`src/rtl/countdown_timer_if.sv`:
```
// Bundles the control inputs and status outputs of the HH:MM:SS countdown
// timer. The controller side (master) drives tick/load/start/pause/ack; the
// timer (slave) drives the packed-BCD count and status flags.
interface countdown_timer_if;
  logic       tick;
  logic       load;
  logic [7:0] load_hh;
  logic [7:0] load_mm;
  logic [7:0] load_ss;
  logic       start;
  logic       pause;
  logic       ack;
  logic [7:0] hh;
  logic [7:0] mm;
  logic [7:0] ss;
  logic       running;
  logic       expired;
  logic       alarm;
  logic       load_err;

  modport master (
    output tick, load, load_hh, load_mm, load_ss, start, pause, ack,
    input  hh, mm, ss, running, expired, alarm, load_err
  );

  modport slave (
    input  tick, load, load_hh, load_mm, load_ss, start, pause, ack,
    output hh, mm, ss, running, expired, alarm, load_err
  );
endinterface

```
`src/rtl/countdown_timer.sv`:
```
// HH:MM:SS countdown timer in packed BCD, decremented once per 1 Hz tick.
// States IDLE/RUN/PAUSED/DONE; DONE holds the alarm for ALARM_LEN ticks or
// until ack. Input priority in one cycle: load > pause > start > tick.
// Optional build macro AUTO_RELOAD_EN: on the tick that would reach
// 00:00:00 the stored preset is reloaded, the timer keeps running and the
// alarm never asserts.
module countdown_timer #(
  parameter int MAX_HOURS = 23,
  parameter int ALARM_LEN = 10
) (
  input  logic clk,
  input  logic rst,
  countdown_timer_if.slave bus
);

  localparam int ACW = $clog2(ALARM_LEN + 1);
  localparam logic [ACW-1:0] ALARM_LAST = ACW'(ALARM_LEN - 1);
  localparam logic [7:0] MAX_HH = 8'(MAX_HOURS);

  typedef enum logic [1:0] {IDLE, RUN, PAUSED, DONE} state_t;

  state_t         state_reg, state_next;
  logic [23:0]    count_reg, count_next;
  logic [23:0]    preset_reg, preset_next;
  logic [ACW-1:0] alarm_cnt_reg, alarm_cnt_next;
  logic           expired_reg, expired_next;
  logic           load_err_reg, load_err_next;

  logic [23:0]    load_val;
  logic           load_ok;
  logic [8:0]     ss_dec;
  logic [8:0]     mm_dec;
  logic [7:0]     hh_dec;
  logic [23:0]    count_dec;

  // Decrement a 00..59 BCD field; returns {borrow, new value}.
  function automatic logic [8:0] dec_sexa(input logic [7:0] v);
    logic [3:0] t;
    logic [3:0] o;
    logic       b;
    t = v[7:4];
    o = v[3:0];
    b = 1'b0;
    if (o == 4'd0) begin
      o = 4'd9;
      if (t == 4'd0) begin
        t = 4'd5;
        b = 1'b1;
      end else begin
        t = t - 4'd1;
      end
    end else begin
      o = o - 4'd1;
    end
    return {b, t, o};
  endfunction

  // Decrement the hours field; only called when hours is non-zero, since a
  // running count is never 00:00:00.
  function automatic logic [7:0] dec_hours(input logic [7:0] v);
    if (v[3:0] == 4'd0)
      return {v[7:4] - 4'd1, 4'd9};
    else
      return {v[7:4], v[3:0] - 4'd1};
  endfunction

  // A load value must be proper BCD with minutes/seconds below 60 and the
  // hours value within MAX_HOURS.
  function automatic logic valid_load(input logic [7:0] h, input logic [7:0] m,
                                      input logic [7:0] s);
    logic [7:0] hval;
    hval = ({4'd0, h[7:4]} * 8'd10) + {4'd0, h[3:0]};
    return (s[3:0] <= 4'd9) && (m[3:0] <= 4'd9) && (h[3:0] <= 4'd9) &&
           (s[7:4] <= 4'd5) && (m[7:4] <= 4'd5) && (h[7:4] <= 4'd9) &&
           (hval <= MAX_HH);
  endfunction

  // Borrow chain seconds -> minutes -> hours.
  assign ss_dec    = dec_sexa(count_reg[7:0]);
  assign mm_dec    = ss_dec[8] ? dec_sexa(count_reg[15:8]) : {1'b0, count_reg[15:8]};
  assign hh_dec    = mm_dec[8] ? dec_hours(count_reg[23:16]) : count_reg[23:16];
  assign count_dec = {hh_dec, mm_dec[7:0], ss_dec[7:0]};

  assign load_val  = {bus.load_hh, bus.load_mm, bus.load_ss};
  assign load_ok   = valid_load(bus.load_hh, bus.load_mm, bus.load_ss);

  // State register and datapath registers, synchronous active-low reset.
  always_ff @(posedge clk) begin
    if (!rst) begin
      state_reg     <= IDLE;
      count_reg     <= 24'h000000;
      preset_reg    <= 24'h000000;
      alarm_cnt_reg <= '0;
      expired_reg   <= 1'b0;
      load_err_reg  <= 1'b0;
    end else begin
      state_reg     <= state_next;
      count_reg     <= count_next;
      preset_reg    <= preset_next;
      alarm_cnt_reg <= alarm_cnt_next;
      expired_reg   <= expired_next;
      load_err_reg  <= load_err_next;
    end
  end

  // Next-state and next-datapath logic in priority order load > pause > start > tick.
  always_comb begin
    state_next     = state_reg;
    count_next     = count_reg;
    preset_next    = preset_reg;
    alarm_cnt_next = alarm_cnt_reg;
    expired_next   = 1'b0;
    load_err_next  = 1'b0;

    if (bus.load && (state_reg != RUN)) begin
      if (load_ok) begin
        count_next  = load_val;
        preset_next = load_val;
        state_next  = IDLE;
      end else begin
        load_err_next = 1'b1;
      end
    end else if (bus.pause && (state_reg == RUN)) begin
      state_next = PAUSED;
    end else if (bus.start && ((state_reg == IDLE) || (state_reg == PAUSED)) &&
                 (count_reg != 24'h000000)) begin
      state_next = RUN;
    end else if (state_reg == DONE) begin
      if (bus.ack) begin
        state_next = IDLE;
      end else if (bus.tick) begin
        alarm_cnt_next = alarm_cnt_reg + 1'b1;
        if (alarm_cnt_reg == ALARM_LAST)
          state_next = IDLE;
      end
    end else if (bus.tick && (state_reg == RUN)) begin
      if (count_dec == 24'h000000) begin
        expired_next = 1'b1;
`ifdef AUTO_RELOAD_EN
        count_next   = preset_reg;
`else
        count_next     = count_dec;
        state_next     = DONE;
        alarm_cnt_next = '0;
`endif
      end else begin
        count_next = count_dec;
      end
    end
  end

  assign bus.hh       = count_reg[23:16];
  assign bus.mm       = count_reg[15:8];
  assign bus.ss       = count_reg[7:0];
  assign bus.running  = (state_reg == RUN);
  assign bus.alarm    = (state_reg == DONE);
  assign bus.expired  = expired_reg;
  assign bus.load_err = load_err_reg;

endmodule

```
`src/flat_wrapper.sv`:
```
// flat-port wrapper written by rule: the top's interface ports become plain ports
module countdown_timer_flat 
#(
  parameter int MAX_HOURS = 23,
  parameter int ALARM_LEN = 10
)
  (clk, rst, bus_tick, bus_load, bus_load_hh, bus_load_mm, bus_load_ss, bus_start, bus_pause, bus_ack, bus_hh, bus_mm, bus_ss, bus_running, bus_expired, bus_alarm, bus_load_err);
  countdown_timer_if bus_i ();
  input  logic clk;
  input  logic rst;
  input wire logic [$bits(bus_i.tick)-1:0] bus_tick;
  input wire logic [$bits(bus_i.load)-1:0] bus_load;
  input wire logic [$bits(bus_i.load_hh)-1:0] bus_load_hh;
  input wire logic [$bits(bus_i.load_mm)-1:0] bus_load_mm;
  input wire logic [$bits(bus_i.load_ss)-1:0] bus_load_ss;
  input wire logic [$bits(bus_i.start)-1:0] bus_start;
  input wire logic [$bits(bus_i.pause)-1:0] bus_pause;
  input wire logic [$bits(bus_i.ack)-1:0] bus_ack;
  output wire logic [$bits(bus_i.hh)-1:0] bus_hh;
  output wire logic [$bits(bus_i.mm)-1:0] bus_mm;
  output wire logic [$bits(bus_i.ss)-1:0] bus_ss;
  output wire logic [$bits(bus_i.running)-1:0] bus_running;
  output wire logic [$bits(bus_i.expired)-1:0] bus_expired;
  output wire logic [$bits(bus_i.alarm)-1:0] bus_alarm;
  output wire logic [$bits(bus_i.load_err)-1:0] bus_load_err;
  assign bus_i.tick = bus_tick;
  assign bus_i.load = bus_load;
  assign bus_i.load_hh = bus_load_hh;
  assign bus_i.load_mm = bus_load_mm;
  assign bus_i.load_ss = bus_load_ss;
  assign bus_i.start = bus_start;
  assign bus_i.pause = bus_pause;
  assign bus_i.ack = bus_ack;
  assign bus_hh = bus_i.hh;
  assign bus_mm = bus_i.mm;
  assign bus_ss = bus_i.ss;
  assign bus_running = bus_i.running;
  assign bus_expired = bus_i.expired;
  assign bus_alarm = bus_i.alarm;
  assign bus_load_err = bus_i.load_err;
  countdown_timer #(.MAX_HOURS(MAX_HOURS), .ALARM_LEN(ALARM_LEN)) u_core (.clk(clk), .rst(rst), .bus(bus_i));
endmodule
```
`config.mk`:
```
export PLATFORM = sky130hd
export DESIGN_NAME = countdown_timer_flat
export DESIGN_NICKNAME = d
export VERILOG_FILES = /design/src/rtl/countdown_timer_if.sv /design/src/rtl/countdown_timer.sv /design/src/flat_wrapper.sv
export SDC_FILE = /design/constraint.sdc
export NUM_CORES = 1
export LEC_CHECK = 0
export BUFFER_PORTS_ARGS = -buffer_cell sky130_fd_sc_hd__buf_2
export CAP_MARGIN = 5
export CORE_MARGIN = 3
export CORE_UTILIZATION = 54
export CTS_CLUSTER_SIZE = 8
export DETAILED_ROUTE_END_ITERATION = 10
export PLACE_DENSITY = 0.91
export SLEW_MARGIN = 20
export SYNTH_ARGS = -nofsm -noshare
export SYNTH_HDL_FRONTEND = slang
export SYNTH_SLANG_ARGS = --single-unit
```
`constraint.sdc`:
```
create_clock -name clk -period 4.7 [get_ports clk]
set_input_delay 0.94 -clock clk [delete_from_list [all_inputs] [get_ports clk]]
set_output_delay 0.94 -clock clk [all_outputs]
set_load 0.05 [all_outputs]
```
==> results of run 1 <==
==> routing by layer <==
layer  global-route usage  up-vias  part of all wire
li1                     -     1290                 -
met1               0.3593     1288              0.42
met2               0.4279      175              0.47
met3              0.06612       18             0.092
met4               0.1004        0             0.018
met5                    0        -                 0
==> worst max-delay path, cell delays in order <==
cell	delay, ps
buf_2	140
ha_1	300
ha_1	210
inv_1	70
fa_1	500
nand2b_1	230
a211o_1	310
nor3_1	200
and3_1	240
nand3_1	320
nand2_1	450
o22ai_1	160
==> power groups by stage <==
| stage | Clock, mW | Combinational (mW) | Sequential (mW) |
|---|---|---|---|
| 3_5_place_dp | 0 | 0.370 | 0.306 |
| 3_3_place_gp | 0 | 0.361 | 0.306 |
| 6_report | 0.272 | 0.382 | 0.301 |
| 4_1_cts | 0.270 | 0.373 | 0.300 |
| 5_1_grt | 0.284 | 0.414 | 0.303 |
| 2_1_floorplan | 0 | 0.267 | 0.326 |
==> Yosys cell counts, types with 3 or more instances <==
library cell and number:
dfxtp_1 32, nand2_1 27, nor2_1 25, o21ai_0 23, a21oi_1 22, nor3_1 15, nand3_1 13, clkbuf_1 12
inv_1 12, o22ai_1 12, ha_1 11, o31ai_1 7, mux2i_1 6, nand2b_1 6, nand4_1 6, nor4_1 6
or2_2 4, or4_1 4, a21o_1 3, and2_1 3, nor2b_1 3, o2111ai_1 3, o41ai_1 3, xnor2_1 3
==> path summary, 6_finish.rpt <==
kind / depth (start not counted) / startpoint / endpoint / slack (ps)
max: 12 / bus_load_hh[5] / u_core.count_reg[12]$_SDFFE_PN0P_ / 740
min: 2 / u_core.count_reg[15]$_SDFFE_PN0P_ / u_core.count_reg[15]$_SDFFE_PN0P_ / 480
max reg2reg: 7 / u_core.count_reg[0]$_SDFFE_PN0P_ / u_core.alarm_cnt_reg[3]$_SDFFE_PN0P_ / 1720
min reg2reg: 2 / u_core.count_reg[15]$_SDFFE_PN0P_ / u_core.count_reg[15]$_SDFFE_PN0P_ / 480
==> cell type report <==
class	instances	area [um2]
clock buffers	5	68.82
fillers	371	1330
repair buffers	60	305.3
well taps	50	62.56
inverters	12	45.04
clock inverters	3	42.54
flip-flops and latches	32	640.6
multi-input cells	254	1649
==> cell families after synthesis <==
group                      synth area share
AOI/OAI and AO/OA                    0.2840
buffers and inverters               0.04638
and+or+nand+nor                      0.2856
adders and majority gates           0.07400
xor gates and xnor gates            0.01824
DFF                                  0.2668
muxes                               0.02501
==> per-stage QoR <==
stage | worst slack, ps | cells
6_report | 742.5 | 416
3_3_place_gp | 470.2 | 408
3_5_place_dp | 519.9 | 408
2_1_floorplan | 1052 | 313
4_1_cts | 794.9 | 416
5_1_grt | 587.0 | 416
==> results_tabular.tex, run 1 <==
\begin{tabular}{lr}
\hline
Metric & Value \\
\hline
\multicolumn{2}{l}{\textbf{Status}} \\
\quad Status & finished clean \\
\multicolumn{2}{l}{\textbf{Clock tree}} \\
\quad CTS sink cnt & 32 \\
\quad Total clock buffers created by CTS & 5 \\
\quad Post-CTS clock slew at the launch and capture registers of the worst setup and hold paths & 80 ps \\
\quad Largest buffer count on any clock path & 2 \\
\quad Hold buffer count at CTS & 0 \\
\quad Clock Latency Late Sink & 300 ps \\
\quad Maximum level of the CTS H-tree & 2 \\
\quad Clock tree root buffer cell & clkbuf\_8 \\
\quad Number of buffers inserted to repair setup after CTS & 0 \\
\quad Quantity of gates resized following cts & 0 \\
\quad Clock tree from TritonCTS & yes \\
\multicolumn{2}{l}{\textbf{Layout}} \\
\quad Share of layout cells above drive strength 1 & 0.2240 \\
\quad Final core area utilization & 0.6790 \\
\quad Most frequent cells in the layout & buf\_2 (58), dfxtp\_1 (32), nand2\_1 (27), nor2\_1 (25) \\
\quad Area growth, synth to finish & 17.20\% \\
\quad Final net count & between 400 and 500 \\
\quad Number of diodes added for antenna fixing & 0 \\
\quad Most frequent standard cell in the layout excluding fill and tap cells & buf\_2 \\
\quad Finished Cell Area & 2814 um2 \\
\quad Flip-flop count of the largest register, all copies and words added & 24 \\
\multicolumn{2}{l}{\textbf{GRT}} \\
\quad Pin count of the biggest net entering global routing & 35 \\
\quad First-pass GRT wire length & around 11000 um \\
\quad Total global routing track utilization & 0.2716 \\
\quad Initial antenna violation count & 0 \\
\quad Vias in the first global route & 2400 \\
\quad Overflow left after global routing & 0 \\
\multicolumn{2}{l}{\textbf{Die}} \\
\quad X dimension of the die & 72.68 um \\
\quad Height of the die & 72.68 um \\
\quad Core region area & 4144 um2 \\
\quad Rows & 23 \\
\quad Starting density of the core & 0.5794 \\
\quad Die area & 5282 um2 \\
\quad Top-level I/O count & 59 \\
\multicolumn{2}{l}{\textbf{Worst setup path}} \\
\quad Category of the most critical setup path & input port to flip-flop \\
\quad Sort of element at the start of the critical path & input port \\
\quad Kind of capture point of the worst setup path & flip-flop \\
\quad Critical path data required time & $\sim$4800 ps \\
\quad Peak fanout along the critical path & 11 \\
\quad Worst path arrival time & 4090 ps \\
\multicolumn{2}{l}{\textbf{Pwr}} \\
\quad Largest vdd supply drop & 0.0001547 V \\
\quad Internal & 0.5726 mW \\
\quad Final total power & 0.9548 mW \\
\quad Reg power frac & 0.315 \\
\quad Leakage component of the power & 1.233 nW \\
\quad Combinational share of power & 0.400 \\
\quad Power density over the cells & 339.3 nW/um2 \\
\quad Fraction of power spent switching nets & 0.4003 \\
\quad Clock share of power & 0.285 \\
\quad Psw & 0.3822 mW \\
\multicolumn{2}{l}{\textbf{Job}} \\
\quad \# Max-Cap Violations & 0 \\
\multicolumn{2}{l}{\textbf{Place}} \\
\quad \# port buffers & 58 \\
\quad Post-detail-place hpwl & 5181 um \\
\quad Final GP Congestion & $\sim$0.96 \\
\quad Post-detailed-placement cell area & approximately 2700 um2 \\
\multicolumn{2}{l}{\textbf{Yosys}} \\
\quad Mapped Avg Cell Area & about 7.7 um2 \\
\quad Number of synthesized flops with an enable pin & 0 \\
\quad Post-synthesis instance area & 2401 um2 \\
\quad Cell taking the most area after synthesis & dfxtp\_1 \\
\quad Area fraction of the dominant cell type after synthesis & 0.2668 \\
\quad Async set or reset register ratio after synthesis & 0 \\
\quad Post-Syn Nets & 357 \\
\quad Synth area leaders & dfxtp\_1 (27\%), ha\_1 (5.7\%), o21ai\_0 (4.8\%) \\
\quad Synth unique cells & 59 \\
\quad Gate count of the mapped netlist & 313 \\
\quad YS warnings & 0 \\
\quad Flop and latch count out of synthesis & 32 \\
\quad Top\_reg\_cell synth & dfxtp\_1 \\
\quad Sequential cell area fraction in the yosys report & 0.2668 \\
\multicolumn{2}{l}{\textbf{STA}} \\
\quad Post-layout min period & about 4000 ps \\
\quad Slew @ Worst Pin & approximately 840 ps \\
\quad Hold Worst Slack & 484.8 ps \\
\quad Count of final setup violators & 0 \\
\quad Headroom to the max-slew limit & 0.4339 \\
\quad Max Slew Vio Count & 0 \\
\quad Hold Vio Cnt, Final & 0 \\
\quad Timing-limited maximum frequency & 0.2527 GHz \\
\quad Total negative slack & 0 ps \\
\quad Unrepaired setup endpoints after global routing & no \\
\quad Setup skew after layout & 13.22 ps \\
\quad Final Cycle Share & 0.8420 \\
\multicolumn{2}{l}{\textbf{Route}} \\
\quad Final wirelength & 7172 um \\
\quad Routed wire length per instance & around 17 um \\
\quad Vias per cell & roughly 6.7 \\
\quad Starting DRC count in detailed routing & 286 \\
\quad Via total after detailed routing & between 2000 and 3000 \\
\quad Number of optimization iterations in the first detailed-route pass & 5 \\
\quad Routed Antenna Nets & 0 \\
\quad Drc violations & 0 \\
\multicolumn{2}{l}{\textbf{Min path}} \\
\quad Hold Crit Class & flip-flop to flip-flop \\
\hline
\end{tabular}
Power figures use the tool's default switching activity.
==> run 2, diff against run 1 <==
- CORE_UTILIZATION: 54 -> 49
- PLACE_DENSITY: 0.91 -> 0.87
- clock period: 4.7 -> 3.3 ns (I/O delays scaled with it)
==> results_tabular.tex, run 2 (synthesis gave the netlist of run 1 again) <==
\begin{tabular}{lr}
\hline
Metric & Value \\
\hline
\multicolumn{2}{l}{\textbf{Status}} \\
\quad Status & finished clean \\
\multicolumn{2}{l}{\textbf{Layout}} \\
\quad Area of combinational cells with multiple inputs & 1667 um2 (+1.1\%) \\
\quad Filler cells & 394 (+6.2\%) \\
\quad Flip-flop count of the largest register, all copies and words added & 24 (unchanged) \\
\quad Finished Cell Area & 2952 um2 (+4.9\%) \\
\quad Most frequent cells in the layout & buf\_2 (58), dfxtp\_1 (32), nand2\_1 (27), nor2\_1 (25), o21ai\_0 (23) \\
\quad Area growth, synth to finish & 22.93\% \\
\quad Number of diodes added for antenna fixing & 0 (unchanged) \\
\quad Final net count & 423 (+3.4\%) \\
\quad Share of layout cells above drive strength 1 & 0.2579 (+0.03385) \\
\quad Combined flip-flop and latch cell area & 640.6 um2 (unchanged) \\
\quad Most frequent standard cell in the layout excluding fill and tap cells & buf\_2 \\
\multicolumn{2}{l}{\textbf{Pwr}} \\
\quad Leakage component of the power & 1.306 nW (+5.9\%) \\
\quad Power density over the cells & 461.6 nW/um2 (+36\%) \\
\quad Largest vdd supply drop & 0.0001936 V (+25\%) \\
\multicolumn{2}{l}{\textbf{GRT}} \\
\quad Total global routing track utilization & 0.2565 (-0.01506) \\
\quad Overflow left after global routing & 0 (unchanged) \\
\quad Initial antenna violation count & 0 (unchanged) \\
\quad Vias in the first global route & 2643 (+10\%) \\
\quad Pin count of the biggest net entering global routing & 22 (-37\%) \\
\quad First-pass GRT wire length & 12390 um (+8.1\%) \\
\multicolumn{2}{l}{\textbf{Clock tree}} \\
\quad Post-CTS clock slew at the launch and capture registers of the worst setup and hold paths & 70 ps (about the same) \\
\quad Clock tree from TritonCTS & yes \\
\quad Clock tree root buffer cell & clkbuf\_8 \\
\quad CTS sink cnt & 32 (unchanged) \\
\quad Maximum level of the CTS H-tree & 2 (unchanged) \\
\quad Clock Latency Late Sink & 290 ps (about the same) \\
\quad Largest buffer count on any clock path & 2 (unchanged) \\
\quad Total clock buffers created by CTS & 5 (unchanged) \\
\multicolumn{2}{l}{\textbf{Route}} \\
\quad Routed length on met1 & 3013 um (+0.74\%) \\
\quad Drc violations & 0 (unchanged) \\
\quad WL met2 & 3357 um (-0.94\%) \\
\quad Total met3 wirelength after detailed routing & 697 um (+5.6\%) \\
\quad Starting DRC count in detailed routing & 465 (+63\%) \\
\quad Number of optimization iterations in the first detailed-route pass & 5 (unchanged) \\
\quad Vias per cell & 6.364 (-4.5\%) \\
\quad Routed Antenna Nets & 0 (unchanged) \\
\quad Uppermost metal layer occupied by signal nets & met4 \\
\quad Final wirelength & 7267 um (+1.3\%) \\
\quad Via total after detailed routing & 2832 (+2.2\%) \\
\quad Routed wire length per instance & 16.33 um (-5.3\%) \\
\multicolumn{2}{l}{\textbf{STA}} \\
\quad Timing-limited maximum frequency & 0.3233 GHz \\
\quad Unrepaired setup endpoints after global routing & yes \\
\quad Total negative slack & 0 ps (unchanged) \\
\quad Max Slew Vio Count & 0 (unchanged) \\
\quad Setup skew after layout & 4.959 ps (-8.257 ps) \\
\quad Final Cycle Share & 0.9374 \\
\quad Count of final setup violators & 0 (unchanged) \\
\quad Headroom to the max-slew limit & 0.5331 (+0.09920) \\
\quad Post-layout min period & about 3100 ps \\
\quad Slew @ Worst Pin & 700.4 ps (-143.1 ps) \\
\quad Hold Vio Cnt, Final & 0 (unchanged) \\
\multicolumn{2}{l}{\textbf{Die}} \\
\quad Height of the die & 76 um (+4.6\%) \\
\quad X dimension of the die & 76 um (+4.6\%) \\
\quad Die area & 5776 um2 (+9.3\%) \\
\quad Top-level I/O count & 59 (unchanged) \\
\quad Rows & 24 (+4.3\%) \\
\quad Core region area & 4534 um2 (+9.4\%) \\
\quad Starting density of the core & 0.5295 (-0.04988) \\
\multicolumn{2}{l}{\textbf{Min path}} \\
\quad Hold Crit Class & flip-flop to flip-flop \\
\multicolumn{2}{l}{\textbf{Place}} \\
\quad Post-detailed-placement cell area & 2836 um2 (+5.0\%) \\
\quad Final GP Congestion & 1.003 (+4.7\%) \\
\quad Post-detail-place hpwl & 5488 um (+5.9\%) \\
\quad \# port buffers & 58 (unchanged) \\
\multicolumn{2}{l}{\textbf{Worst setup path}} \\
\quad Peak fanout along the critical path & 7 (-4) \\
\quad Critical path data required time & 3510 ps (-1320 ps) \\
\quad Category of the most critical setup path & input port to flip-flop \\
\quad Kind of capture point of the worst setup path & flip-flop \\
\quad Sort of element at the start of the critical path & input port \\
\quad Worst path arrival time & 3310 ps (-780 ps) \\
\multicolumn{2}{l}{\textbf{Job}} \\
\quad \# Max-Cap Violations & 0 (unchanged) \\
\hline
\end{tabular}
==> run 2: what timing repair did <==
action                                  4_1_cts  5_1_grt
endpoints found under the setup margin        0       17
setup buffers                                 0        0
resized for setup                             0        1
hold buffers                                  0        0
hold endpoints to repair                      0        0
==> run 2: path summary, 6_finish.rpt <==
kind	slack, ps	depth (start not counted)	end	startpoint
worst max-delay path	210	13	u_core.count_reg[9]$_SDFFE_PN0P_	bus_load_hh[5]
worst min-delay path	480	2	u_core.count_reg[15]$_SDFFE_PN0P_	u_core.count_reg[15]$_SDFFE_PN0P_
worst max register to register	390	7	u_core.alarm_cnt_reg[0]$_SDFFE_PN0P_	u_core.count_reg[1]$_SDFFE_PN0P_
worst min register to register	480	2	u_core.count_reg[15]$_SDFFE_PN0P_	u_core.count_reg[15]$_SDFFE_PN0P_
==> run 2: per-stage QoR <==
step                setup WS, ps  std cells  utilization  hold WS, ps  power, mW
floorplan                  32.31        313            -        468.0     0.8469
global placement           23.41        437       0.6256        463.8     0.9651
detailed placement        -66.68        437       0.6256        469.7     0.9751
CTS                        224.1        445       0.6493        483.0      1.347
global route              -42.78        445       0.6509        492.7      1.438
finish                     206.6        445       0.6509        484.7      1.362
==> run 2: power breakdown <==
group	internal [mW]	total [mW]	leakage, nW	switching, mW
Sequential	0.402	0.428	0.258	0.0263
Combinational	0.204	0.557	0.993	0.353
Clock	0.224	0.377	0.0552	0.153
==> run 2: worst max-delay path, stage by stage <==
cell and delay [ps]:
buf_2 110, ha_1 280, ha_1 230, inv_1 80, fa_1 420, nand2b_1 170, a211o_1 290, nor3_1 170
nand3_1 140, nor3_2 220, o21ai_0 180, buf_4 230, o22ai_1 130
==> run 2: area by class of cell <==
type	count	area share
sequential	32	0.2170
timing repair buffer	74	0.1390
multi-input combinational	254	0.5646
clock buffer	6	0.02459
inverter	12	0.01526
tap	65	0.02755
clock inverter	2	0.01187
==> run 2: per-layer routing <==
metal  GRT usage  vias to the layer above
li1            -                     1323
met1      0.3458                     1315
met2      0.4105                      167
met3     0.04610                       27
met4     0.09420                        0
met5           0                        -
==> run 3, diff against run 2 <==
- CORE_UTILIZATION: 49 -> 35
- GPL_TIMING_DRIVEN: not set -> 0
- PLACE_DENSITY: 0.87 -> 0.68
==> results_tabular.tex, run 3 (synthesis gave the netlist of run 1 again) <==
\begin{tabular}{lr}
\hline
Metric & Value \\
\hline
\multicolumn{2}{l}{\textbf{Place}} \\
\quad \# port buffers & 58 (unchanged) \\
\quad Post-place setup slack & -697.8 ps (-631.1 ps) \\
\quad Post-detail-place hpwl & 6069 um (+11\%) \\
\quad Final GP Congestion & 0.8657 (-14\%) \\
\quad Post-detailed-placement cell area & 2799 um2 (-1.3\%) \\
\multicolumn{2}{l}{\textbf{Worst setup path}} \\
\quad Kind of capture point of the worst setup path & flip-flop \\
\quad Sort of element at the start of the critical path & input port \\
\quad Destination of the worst register-to-register timing path & u\_core.alarm\_cnt\_reg[0]\$\_SDFFE\_PN0P\_ \\
\quad Worst flop-to-flop path startpoint & u\_core.count\_reg[0]\$\_SDFFE\_PN0P\_ \\
\quad Register-to-register setup slack & 310 ps (-80 ps) \\
\quad Worst path arrival time & 3440 ps (+130 ps) \\
\quad Critical path data required time & 3510 ps (about the same) \\
\quad Category of the most critical setup path & input port to flip-flop \\
\quad Cell depth of the worst flop-to-flop path & 8 (+1) \\
\quad Peak fanout along the critical path & 8 (+1) \\
\multicolumn{2}{l}{\textbf{Pwr}} \\
\quad Psw & 0.5629 mW (+5.8\%) \\
\quad Internal & 0.7660 mW (-7.7\%) \\
\quad Final total power & 1.329 mW (-2.4\%) \\
\quad Largest vdd supply drop & 0.0001645 V (-15\%) \\
\quad Clock share of power & 0.226 (-0.051) \\
\quad Reg power frac & 0.316 (+0.002) \\
\quad Power density over the cells & 431.9 nW/um2 (-6.4\%) \\
\quad Combinational share of power & 0.458 (+0.049) \\
\quad Fraction of power spent switching nets & 0.4236 (+0.03300) \\
\quad Leakage component of the power & 1.322 nW (+1.2\%) \\
\multicolumn{2}{l}{\textbf{Die}} \\
\quad Core region area & 6495 um2 (+43\%) \\
\quad Rows & 29 (+21\%) \\
\quad Starting density of the core & 0.3697 (-0.1598) \\
\quad Top-level I/O count & 59 (unchanged) \\
\quad Height of the die & 88.83 um (+17\%) \\
\quad X dimension of the die & 88.83 um (+17\%) \\
\quad Die area & 7890 um2 (+37\%) \\
\multicolumn{2}{l}{\textbf{Route}} \\
\quad Routed Antenna Nets & 0 (unchanged) \\
\quad Number of optimization iterations in the first detailed-route pass & 5 (unchanged) \\
\quad Via total after detailed routing & 2852 (+0.71\%) \\
\quad Vias per cell & 6.133 (-3.6\%) \\
\quad Drc violations & 0 (unchanged) \\
\quad Routed wire length per instance & 17.68 um (+8.2\%) \\
\quad Starting DRC count in detailed routing & 387 (-17\%) \\
\quad Final wirelength & 8220 um (+13\%) \\
\multicolumn{2}{l}{\textbf{STA}} \\
\quad Hold Vio Cnt, Final & 0 (unchanged) \\
\quad Headroom to the max-slew limit & 0.4794 (-0.05369) \\
\quad Count of final setup violators & 0 (unchanged) \\
\quad Post-layout min period & 3229 ps (+135.2 ps) \\
\quad Timing-limited maximum frequency & 0.3097 GHz (-4.2\%) \\
\quad Max Slew Vio Count & 0 (unchanged) \\
\quad Setup skew after layout & 7.552 ps (+2.593 ps) \\
\quad Final Worst Setup Slack & 71.40 ps (-135.2 ps) \\
\quad Slew @ Worst Pin & 778.1 ps (+77.66 ps) \\
\quad Final Cycle Share & 0.9784 (+0.04096) \\
\multicolumn{2}{l}{\textbf{GRT}} \\
\quad Overflow left after global routing & 0 (unchanged) \\
\quad Vias in the first global route & 2574 (-2.6\%) \\
\quad Initial antenna violation count & 0 (unchanged) \\
\quad Total global routing track utilization & 0.2033 (-0.05324) \\
\quad First-pass GRT wire length & 12420 um (+0.28\%) \\
\quad Pin count of the biggest net entering global routing & 11 (-50\%) \\
\multicolumn{2}{l}{\textbf{Clock tree}} \\
\quad Total clock buffers created by CTS & 5 (unchanged) \\
\quad Largest buffer count on any clock path & 2 (unchanged) \\
\quad Post-CTS clock slew at the launch and capture registers of the worst setup and hold paths & 70 ps (about the same) \\
\quad Clock Latency Late Sink & 290 ps (about the same) \\
\quad Clock tree root buffer cell & clkbuf\_8 \\
\quad Clock tree from TritonCTS & yes \\
\quad Maximum level of the CTS H-tree & 2 (unchanged) \\
\quad CTS sink cnt & 32 (unchanged) \\
\multicolumn{2}{l}{\textbf{Layout}} \\
\quad Most frequent standard cell in the layout excluding fill and tap cells & buf\_2 \\
\quad Flip-flop count of the largest register, all copies and words added & 24 (unchanged) \\
\quad Number of diodes added for antenna fixing & 0 (unchanged) \\
\quad Filler cells & 644 (+63\%) \\
\quad Final net count & 432 (+2.1\%) \\
\quad Most frequent cells in the layout & buf\_2 (59), dfxtp\_1 (32), nand2\_1 (27), nor2\_1 (24) \\
\quad Share of layout cells above drive strength 1 & 0.2835 (+0.02561) \\
\quad Finished Cell Area & 3077 um2 (+4.2\%) \\
\quad Area growth, synth to finish & 28.14\% \\
\multicolumn{2}{l}{\textbf{Min path}} \\
\quad Hold Path Origin & u\_core.count\_reg[15]\$\_SDFFE\_PN0P\_ \\
\quad WHS Endpoint & u\_core.count\_reg[15]\$\_SDFFE\_PN0P\_ \\
\quad Hold Crit Class & flip-flop to flip-flop \\
\quad Hold path cells & 2 (unchanged) \\
\multicolumn{2}{l}{\textbf{Status}} \\
\quad Status & finished clean \\
\multicolumn{2}{l}{\textbf{Job}} \\
\quad \# Max-Cap Violations & 0 (unchanged) \\
\hline
\end{tabular}
## run 3: cell types whose count changed in the layout (fill, tap and decap cells not counted), sizes merged
cell    before  now
buf         74   73
clkbuf       6   16
bufinv       1    0
## run 3: final cells by class
cell class | count | area (um2) | area share
buffer | 15 | 77.57 | 0.02521
clock buffer | 6 | 72.57 | 0.02359
clock inverter | 1 | 5.005 | 0.001627
inverter | 12 | 45.04 | 0.01464
multi-input combinational | 254 | 1764 | 0.5734
sequential | 32 | 640.6 | 0.2082
tap | 77 | 96.34 | 0.03131
timing repair buffer | 68 | 375.4 | 0.1220
## run 3: worst max-delay path: stages
cell	delay (ps)
buf_2	160
ha_4	270
ha_2	170
inv_2	40
fa_2	490
nand2b_4	180
a211o_1	300
nor3_2	240
nand3_2	160
nor3_4	350
nor2_4	130
o32ai_2	280
## run 3: metal layers
layer | global-route usage | vias to the layer above | routed length, um
met2 | 0.3286 | 156 | 3859
met1 | 0.2619 | 1343 | 3420
li1 | - | 1337 | -
met5 | 0 | - | 0
met4 | 0.07555 | 0 | 155
met3 | 0.04842 | 16 | 785
## run 3: power by group through the flow
stage	Sequential, mW	Combinational, mW	Clock (mW)
after detailed placement	0.428	0.561	0
final	0.420	0.609	0.300
after floorplan	0.464	0.383	0
after global placement	0.428	0.552	0
after CTS	0.419	0.572	0.299
after global routing	0.422	0.662	0.319
## run 3: per-stage QoR
step,utilization,TNS (ps),hold WS (ps),cells
after floorplan,-,0,468.0,313
after global placement,0.4309,-11790,460.7,448
after detailed placement,0.4309,-13840,461.3,448
after CTS,0.4502,0,471.3,456
after global routing,0.4737,-190.2,515.4,465
final,0.4737,0,466.7,465
## run 3: worst max path at each step
stage                              start  depth (start not counted)                                end
after floorplan           bus_load_hh[5]                         12  u_core.count_reg[10]$_SDFFE_PN0P_
after global placement    bus_load_hh[5]                         13  u_core.count_reg[10]$_SDFFE_PN0P_
after detailed placement  bus_load_hh[5]                         13  u_core.count_reg[10]$_SDFFE_PN0P_
after CTS                 bus_load_hh[5]                         12   u_core.count_reg[0]$_SDFFE_PN0P_
after global routing      bus_load_hh[5]                         13  u_core.count_reg[17]$_SDFFE_PN0P_
final                     bus_load_hh[5]                         12  u_core.count_reg[20]$_SDFFE_PN0P_
## run 3: what timing repair did
item	in CTS	in global routing
gates cloned	0	1
pin swaps	3	6
gates resized for setup	10	24
endpoints found under the setup margin	21	19
endpoints found under the hold margin	0	0
buffers inserted	1	8
hold buffers	0	0
